--- config.mk ---
export PLATFORM = sky130hd
export DESIGN_NAME = ext_pipe_unit
export DESIGN_NICKNAME = d
export VERILOG_FILES = /design/src/rtl/ext_pkg.sv /design/src/rtl/ext_core.sv /design/src/rtl/ext_pipe_unit.sv
export SDC_FILE = /design/constraint.sdc
export NUM_CORES = 1
export LEC_CHECK = 0
export ABC_CLOCK_PERIOD_IN_PS = 3000
export CAP_MARGIN = 10
export CELL_PAD_IN_SITES_DETAIL_PLACEMENT = 1
export CELL_PAD_IN_SITES_GLOBAL_PLACEMENT = 1
export CORE_MARGIN = 1
export CORE_UTILIZATION = 42
export CTS_CLUSTER_DIAMETER = 150
export DETAILED_ROUTE_END_ITERATION = 6
export PLACE_DENSITY_LB_ADDON = 0.1
export SLEW_MARGIN = 20
export SYNTH_ARGS = -nofsm -noshare
export SYNTH_HDL_FRONTEND = slang
export SYNTH_SLANG_ARGS = --single-unit
--- constraint.sdc ---
create_clock -name clk_i -period 3 [get_ports clk_i]
set_clock_uncertainty 0.2 [all_clocks]
set_input_delay 0.6 -clock clk_i [delete_from_list [all_inputs] [get_ports clk_i]]
set_output_delay 0.6 -clock clk_i [all_outputs]
set_load 0.05 [all_outputs]
--- src/rtl/ext_pkg.sv ---
`default_nettype none
// ============================================================================
// Module      : ext_pkg
// Description : Shared mode encodings for the immediate-extension unit.
// Revision    : 1.0 - initial release
// ============================================================================
package ext_pkg;

    localparam int MODE_W = 2;

    localparam logic [MODE_W-1:0] EXT_SEXT     = 2'b00;
    localparam logic [MODE_W-1:0] EXT_ZEXT     = 2'b01;
    localparam logic [MODE_W-1:0] EXT_UPPER    = 2'b10;
    localparam logic [MODE_W-1:0] EXT_SEXT_SHL = 2'b11;

endpackage
`default_nettype wire

--- src/rtl/ext_core.sv ---
`default_nettype none
// ============================================================================
// Module      : ext_core
// Description : Combinational immediate widener (sign/zero/upper/sign+shift).
// Revision    : 1.0 - initial release
// ============================================================================
module ext_core
    import ext_pkg::*;
#(
    parameter int IN_W     = 16,
    parameter int OUT_W    = 32,
    parameter int BR_SHIFT = 2
) (
    input  logic [IN_W-1:0]   data_i,
    input  logic [MODE_W-1:0] mode_i,
    output logic [OUT_W-1:0]  ext_o
);

    localparam int E = OUT_W - IN_W;

    logic [OUT_W-1:0] w_sext;
    logic [OUT_W-1:0] w_zext;
    logic [OUT_W-1:0] w_upper;
    logic [OUT_W-1:0] w_sext_shl;

    assign w_sext     = {{E{data_i[IN_W-1]}}, data_i};
    assign w_zext     = {{E{1'b0}}, data_i};
    assign w_upper    = {data_i, {E{1'b0}}};
    // Bits pushed past the MSB are dropped by the fixed-width result.
    assign w_sext_shl = w_sext << BR_SHIFT;

    always_comb begin
        ext_o = w_sext;
        case (mode_i)
            EXT_SEXT:     ext_o = w_sext;
            EXT_ZEXT:     ext_o = w_zext;
            EXT_UPPER:    ext_o = w_upper;
            EXT_SEXT_SHL: ext_o = w_sext_shl;
            default:      ext_o = w_sext;
        endcase
    end

endmodule
`default_nettype wire

--- src/rtl/ext_pipe_unit.sv ---
`default_nettype none
// ============================================================================
// Module      : ext_pipe_unit
// Description : Registered immediate extender with a 2-entry handshake queue.
// Revision    : 1.0 - initial release
// ============================================================================
module ext_pipe_unit
    import ext_pkg::*;
#(
    parameter int IN_W     = 16,
    parameter int OUT_W    = 32,
    parameter int BR_SHIFT = 2
) (
    input  logic              clk_i,
    input  logic              rst_i,
    input  logic              valid_i,
    output logic              ready_o,
    input  logic [IN_W-1:0]   data_i,
    input  logic [MODE_W-1:0] mode_i,
    output logic              valid_o,
    input  logic              ready_i,
    output logic [OUT_W-1:0]  data_o,
    output logic [1:0]        count_o
);

    logic [OUT_W-1:0] r_mem [2];
    logic             r_rd_ptr;
    logic             r_wr_ptr;
    logic [1:0]       r_count;

    logic [OUT_W-1:0] w_ext;
    logic             w_push;
    logic             w_pop;

    ext_core #(
        .IN_W     (IN_W),
        .OUT_W    (OUT_W),
        .BR_SHIFT (BR_SHIFT)
    ) u_core (
        .data_i (data_i),
        .mode_i (mode_i),
        .ext_o  (w_ext)
    );

    // Handshake outputs derive from registered occupancy only.
    assign ready_o = (r_count != 2'd2);
    assign valid_o = (r_count != 2'd0);
    assign count_o = r_count;
    assign data_o  = valid_o ? r_mem[r_rd_ptr] : '0;

    assign w_push = valid_i && ready_o;
    assign w_pop  = valid_o && ready_i;

    always_ff @(posedge clk_i) begin
        if (rst_i) begin
            r_count  <= 2'd0;
            r_rd_ptr <= 1'b0;
            r_wr_ptr <= 1'b0;
            r_mem[0] <= '0;
            r_mem[1] <= '0;
        end else begin
            if (w_push) begin
                r_mem[r_wr_ptr] <= w_ext;
                r_wr_ptr        <= ~r_wr_ptr;
            end
            if (w_pop) begin
                r_rd_ptr <= ~r_rd_ptr;
            end
            case ({w_push, w_pop})
                2'b10:   r_count <= r_count + 2'd1;
                2'b01:   r_count <= r_count - 2'd1;
                default: r_count <= r_count;
            endcase
        end
    end

endmodule
`default_nettype wire

# After elaboration in Yosys (flattened, before gate mapping)
# Memory sizes are Yosys's and may differ from the RTL's. A register that Yosys moved wholly into a read port is not among the register bits.
# Index checks and enable logic that the tools add are counted.
# word_totals
ff_bits	4
ram_bits	64
output_inout_bits	36
word_cells	33
n_memories	1
# memory_table
name	depth	word_bits	rd	rd_clocked_by_memory_dff	wr	line	rtl
r_mem	2	32	1	1	2	ext_pipe_unit.sv:26	logic [OUT_W-1:0] r_mem [2];
# classes
n_addsub	2
n_eq_ne	6
muxes	13
bitwise_logic	2
reduce_logical	6
# op_table
cell	count
case mux 32 bit (4 select lines)	1
2-to-1 mux 32 bit	2
OR reduction 32 bit	1
2-to-1 mux 1 bit	9
equality test 2 bit, second input constant	3
equality test 2 x 1 -> 1 bit, second input constant	2
case mux 2 bit (2 select lines)	1
nonzero test 2 bit	2
adder 2 x 1 -> 2 bit, second input constant	1
logical AND 1 bit	2
logical NOT 2 bit	1
inequality test 2 bit, second input constant	1
NOT 1 bit	2
subtractor 2 x 1 -> 2 bit, second input constant	1

# Longest topological paths before layout
# logic_depth
depth_word	7
mapped_depth	7

# Modules after synthesis
# Synthesis repeated with hierarchy kept, for this count alone.
# hier_totals
hier_cells	328
hier_area_um2	3668.5
# by_module_without_submodules
module	instances	cells_each	area_per_inst_um2
ext_pipe_unit	1	268	3156.8
ext_core	1	60	511.7

# Worst setup path after synthesis
# Ideal clock, no wire load.
# synth_path
path_kind	flip-flop to flip-flop
startpoint	register r_count[0] (netlist: count_o[0])
endpoint	memory r_mem[1][0] (enable)
setup_ps	394
arrival_time_ps	2052
path_slack_ps	354
stages_incl_launch_ff	5
n_path_buf	1
synth_period_minus_slack_ps	2646
cell_sequence	dfxtp_1 nand2b_1 buf_4 nand4b_4 nand2b_1
# synth_lines
item	line	rtl
start, declared	ext_pipe_unit.sv:29	logic [1:0] r_count;
start signal, assigned	ext_pipe_unit.sv:70	2'b10: r_count <= r_count + 2'd1;
start signal, assigned	ext_pipe_unit.sv:71	2'b01: r_count <= r_count - 2'd1;
start signal, assigned	ext_pipe_unit.sv:72	default: r_count <= r_count;
end, declared	ext_pipe_unit.sv:26	

# Worst setup path in the final report
# layout_path
startpoint	register r_count[0] (netlist: count_o[0])
endpoint	output ready_o
# layout_between
elab_chain_cells	1
# layout_lines
item	line	rtl
inequality test 2 bit	ext_pipe_unit.sv:46	assign ready_o = (r_count != 2'd2);
end, declared	ext_pipe_unit.sv:17	output logic ready_o,
# Every way passes these cells.

==> impl_metrics.yaml <==
setup_path:
  critPathMaxFanout: 6
  critPathSlowestCell: "clkdlybuf4s50_1"
  crit_type: "reg2out"
  critical_path_buf_inv_count: 1
  crit_chain: "nand2b_1, clkdlybuf4s50_1"
  arrival_ps: 1980
  cp-start-kind: "flop"
  cpLargestDelayFamily: "buffers and inverters"
  slowest_delay_ps: 870
  cp-end-kind: "output pin"
  required_ps: 2200
cells_and_area:
  utilization: 0.542
  final_area_um2: 4210
  antennaDiodeCount: 0
  multi_input_area_um2: 1220
  regArea_um2: 2020
  final_nets: 375
  nFillCells: 862
  layout.cells.non_filler: 459
  final_common_cell: "nor2_1"
  final_cell_mix: "nor2_1, edfxtp_1, buf_4, mux2i_1, a21oi_1"
  area_growth_pct: 23.7
  drive_gt1_frac: 0.224
status:
  outcome: "finished clean"
synthesis:
  synth_warnings: 0
  ys_types: 28
  synth_nets: 318
  synthXorXnorAreaFrac: 0.00773
  synthSimpleGateAreaFrac: 0.152
  yosys_register_bits: 69
  synthAdderAreaFrac: 0.00368
  synth_top_area_share: 0.565
  ys_seq_area_frac: 0.595
  synth_top_family_by_area: "simple AND/OR/NAND/NOR gates"
  postSynthAreaPerCell_um2: 11.5
  synthMuxAreaShare: 0.0975
  synth_top_cell_by_area: "edfxtp_1"
  syn_area_um2: 3400
  postSynthCellCount: 295
  synthTopCellsByArea: "edfxtp_1, mux2i_1, nor2_1"
  synth-compound-area-share: 0.0968
placement:
  place_area_um2: 4040
  dp_cells: 443
  place_hpwl_um: 5100
  gp_congestion: 0.750
  portBuffers: 57
grt:
  track_usage: 0.193
  first_global_vias: 2396
  grt_max_degree: 33
  antenna_found_initial: 0
  grt_pass1_wl_um: 12300
  grt_overflow: 0
route:
  via_per_inst: 5.06
  drt_first_iter_violations: 89
  ant_nets: 0
  drc: 0
  routed_wl_um: 7700
  first_pass_iters: 4
  vias: 2323
  wl_per_cell_um: 16.8
timing:
  worstMarginPinSlew_ps: 540
  rsz0062_at_grt: "false"
  hold_violations: 0
  relSlewSlack: 0.640
  setup_violations: 0
  drv_slew: 0
  tns_ps: 0
  fmax_mhz: 360
  fin_crit_sh: 0.927
  fin_crit_ps: 2780
die:
  dieArea_um2: 8460
  rows: 32
  core_area_um2: 7770
  die_h_um: 92.0
  start_util: 0.438
  die_w_um: 92.0
  io_pins: 58
pwr:
  switching_power_mw: 1.53
  peakVddDrop_mv: 0.320
  power.leakage_nw: 1.55
  pwr-share-clk: 0.189
  p_int_mw: 2.08
  seqPwrFrac: 0.362
  power_frac_comb: 0.450
  p_sw_frac: 0.423
  powerDensity_nw_per_um2: 858
clocking:
  post-cts-setup-buffers: 0
  clkLatencyLatePin_ps: 340
  numCtsBuffers: 9
  cts_max_level: 3
  cts_hold_buf: 0
  cts_root_buf: "clkbuf_8"
  path_clk_slew_ps: 70
  cts_buffer_depth: 2
  cts_resized: 0
  cts_tree: "done"
  clock_sinks: 69
job:
  maxCapViolations: 0
worst_hold_path:
  hold_class: "reg2reg"
[registers in the layout, indices dropped and copies added, names as in the netlist, named ones only]
register and cells:
count_o 2, r_wr_ptr 1, r_rd_ptr 1, r_mem 64
[per-layer routing]
layer  up-vias  track usage  wire length (um)
met5         -            0                 0
met4         0       0.0625                78
met3         7       0.0332               266
met2        42        0.328              3880
met1      1137        0.250              3470
li1       1137            -                 -
[kinds of logic after synthesis]
family / Yosys count
buf+inv: 26
fa+ha+maj: 1
flops: 69
simple gates: 113
compound gates: 50
mux: 33
xor+xnor: 3
[worst register-to-register path, stage by stage, from the launching register on]
cell	delay, ps
dfxtp_1	450
nand2b_1	330
nand4b_4	300
nand2b_1	220
buf_12	240
[through the flow]
stage          total power, mW  hold slack, ps  setup WS, ps
2_1_floorplan             2.45             272           354
3_3_place_gp              2.95             310           505
3_5_place_dp              2.97             299           449
5_1_grt                   3.77             378           140
6_report                  3.61             315           219
4_1_cts                   3.65             318           182
[layout make-up]
type | instances | area share
inverters | 3 | 0.00268
repair buffers | 69 | 0.156
well taps | 102 | 0.0303
clock buffers | 14 | 0.0387
clock inverters | 2 | 0.00238
flip-flops and latches | 69 | 0.481
multi-input cells | 200 | 0.289
[power groups by stage]
stage	sequential, mW	clock [mW]	combinational (mW)
6_report	1.31	0.681	1.62
5_1_grt	1.32	0.726	1.72
4_1_cts	1.31	0.693	1.65
3_5_place_dp	1.33	0	1.64
3_3_place_gp	1.32	0	1.62
2_1_floorplan	1.31	0	1.14
[final timing paths]
kind / startpoint / end / slack [ps] / cells after the start
worst max-delay path: count_o[0] / ready_o / 220 / 2
worst max register to register: count_o[0] / r_mem[1][23] / 940 / 4
worst min-delay path: r_rd_ptr / r_rd_ptr / 310 / 2
worst min register to register: r_rd_ptr / r_rd_ptr / 310 / 2
[Yosys cell counts]
cell       instances
a21bo_2            1
a21oi_1           28
a21oi_2           16
a22oi_1            1
and2_1             1
buf_1              1
buf_2              8
buf_4              1
buf_6              7
clkbuf_1           6
dfxtp_1            5
edfxtp_1          64
ha_1               1
inv_1              3
mux2_2             1
mux2i_1           32
nand2_1           15
nand2b_1           5
nand3b_1           1
nand4b_4           1
nand4bb_2          1
nor2_1            73
nor2b_1           15
o21ai_0            3
o21ai_4            1
or3_1              1
xnor2_1            1
xor2_1             2
Note: power is estimated with default switching activity, not from simulation.
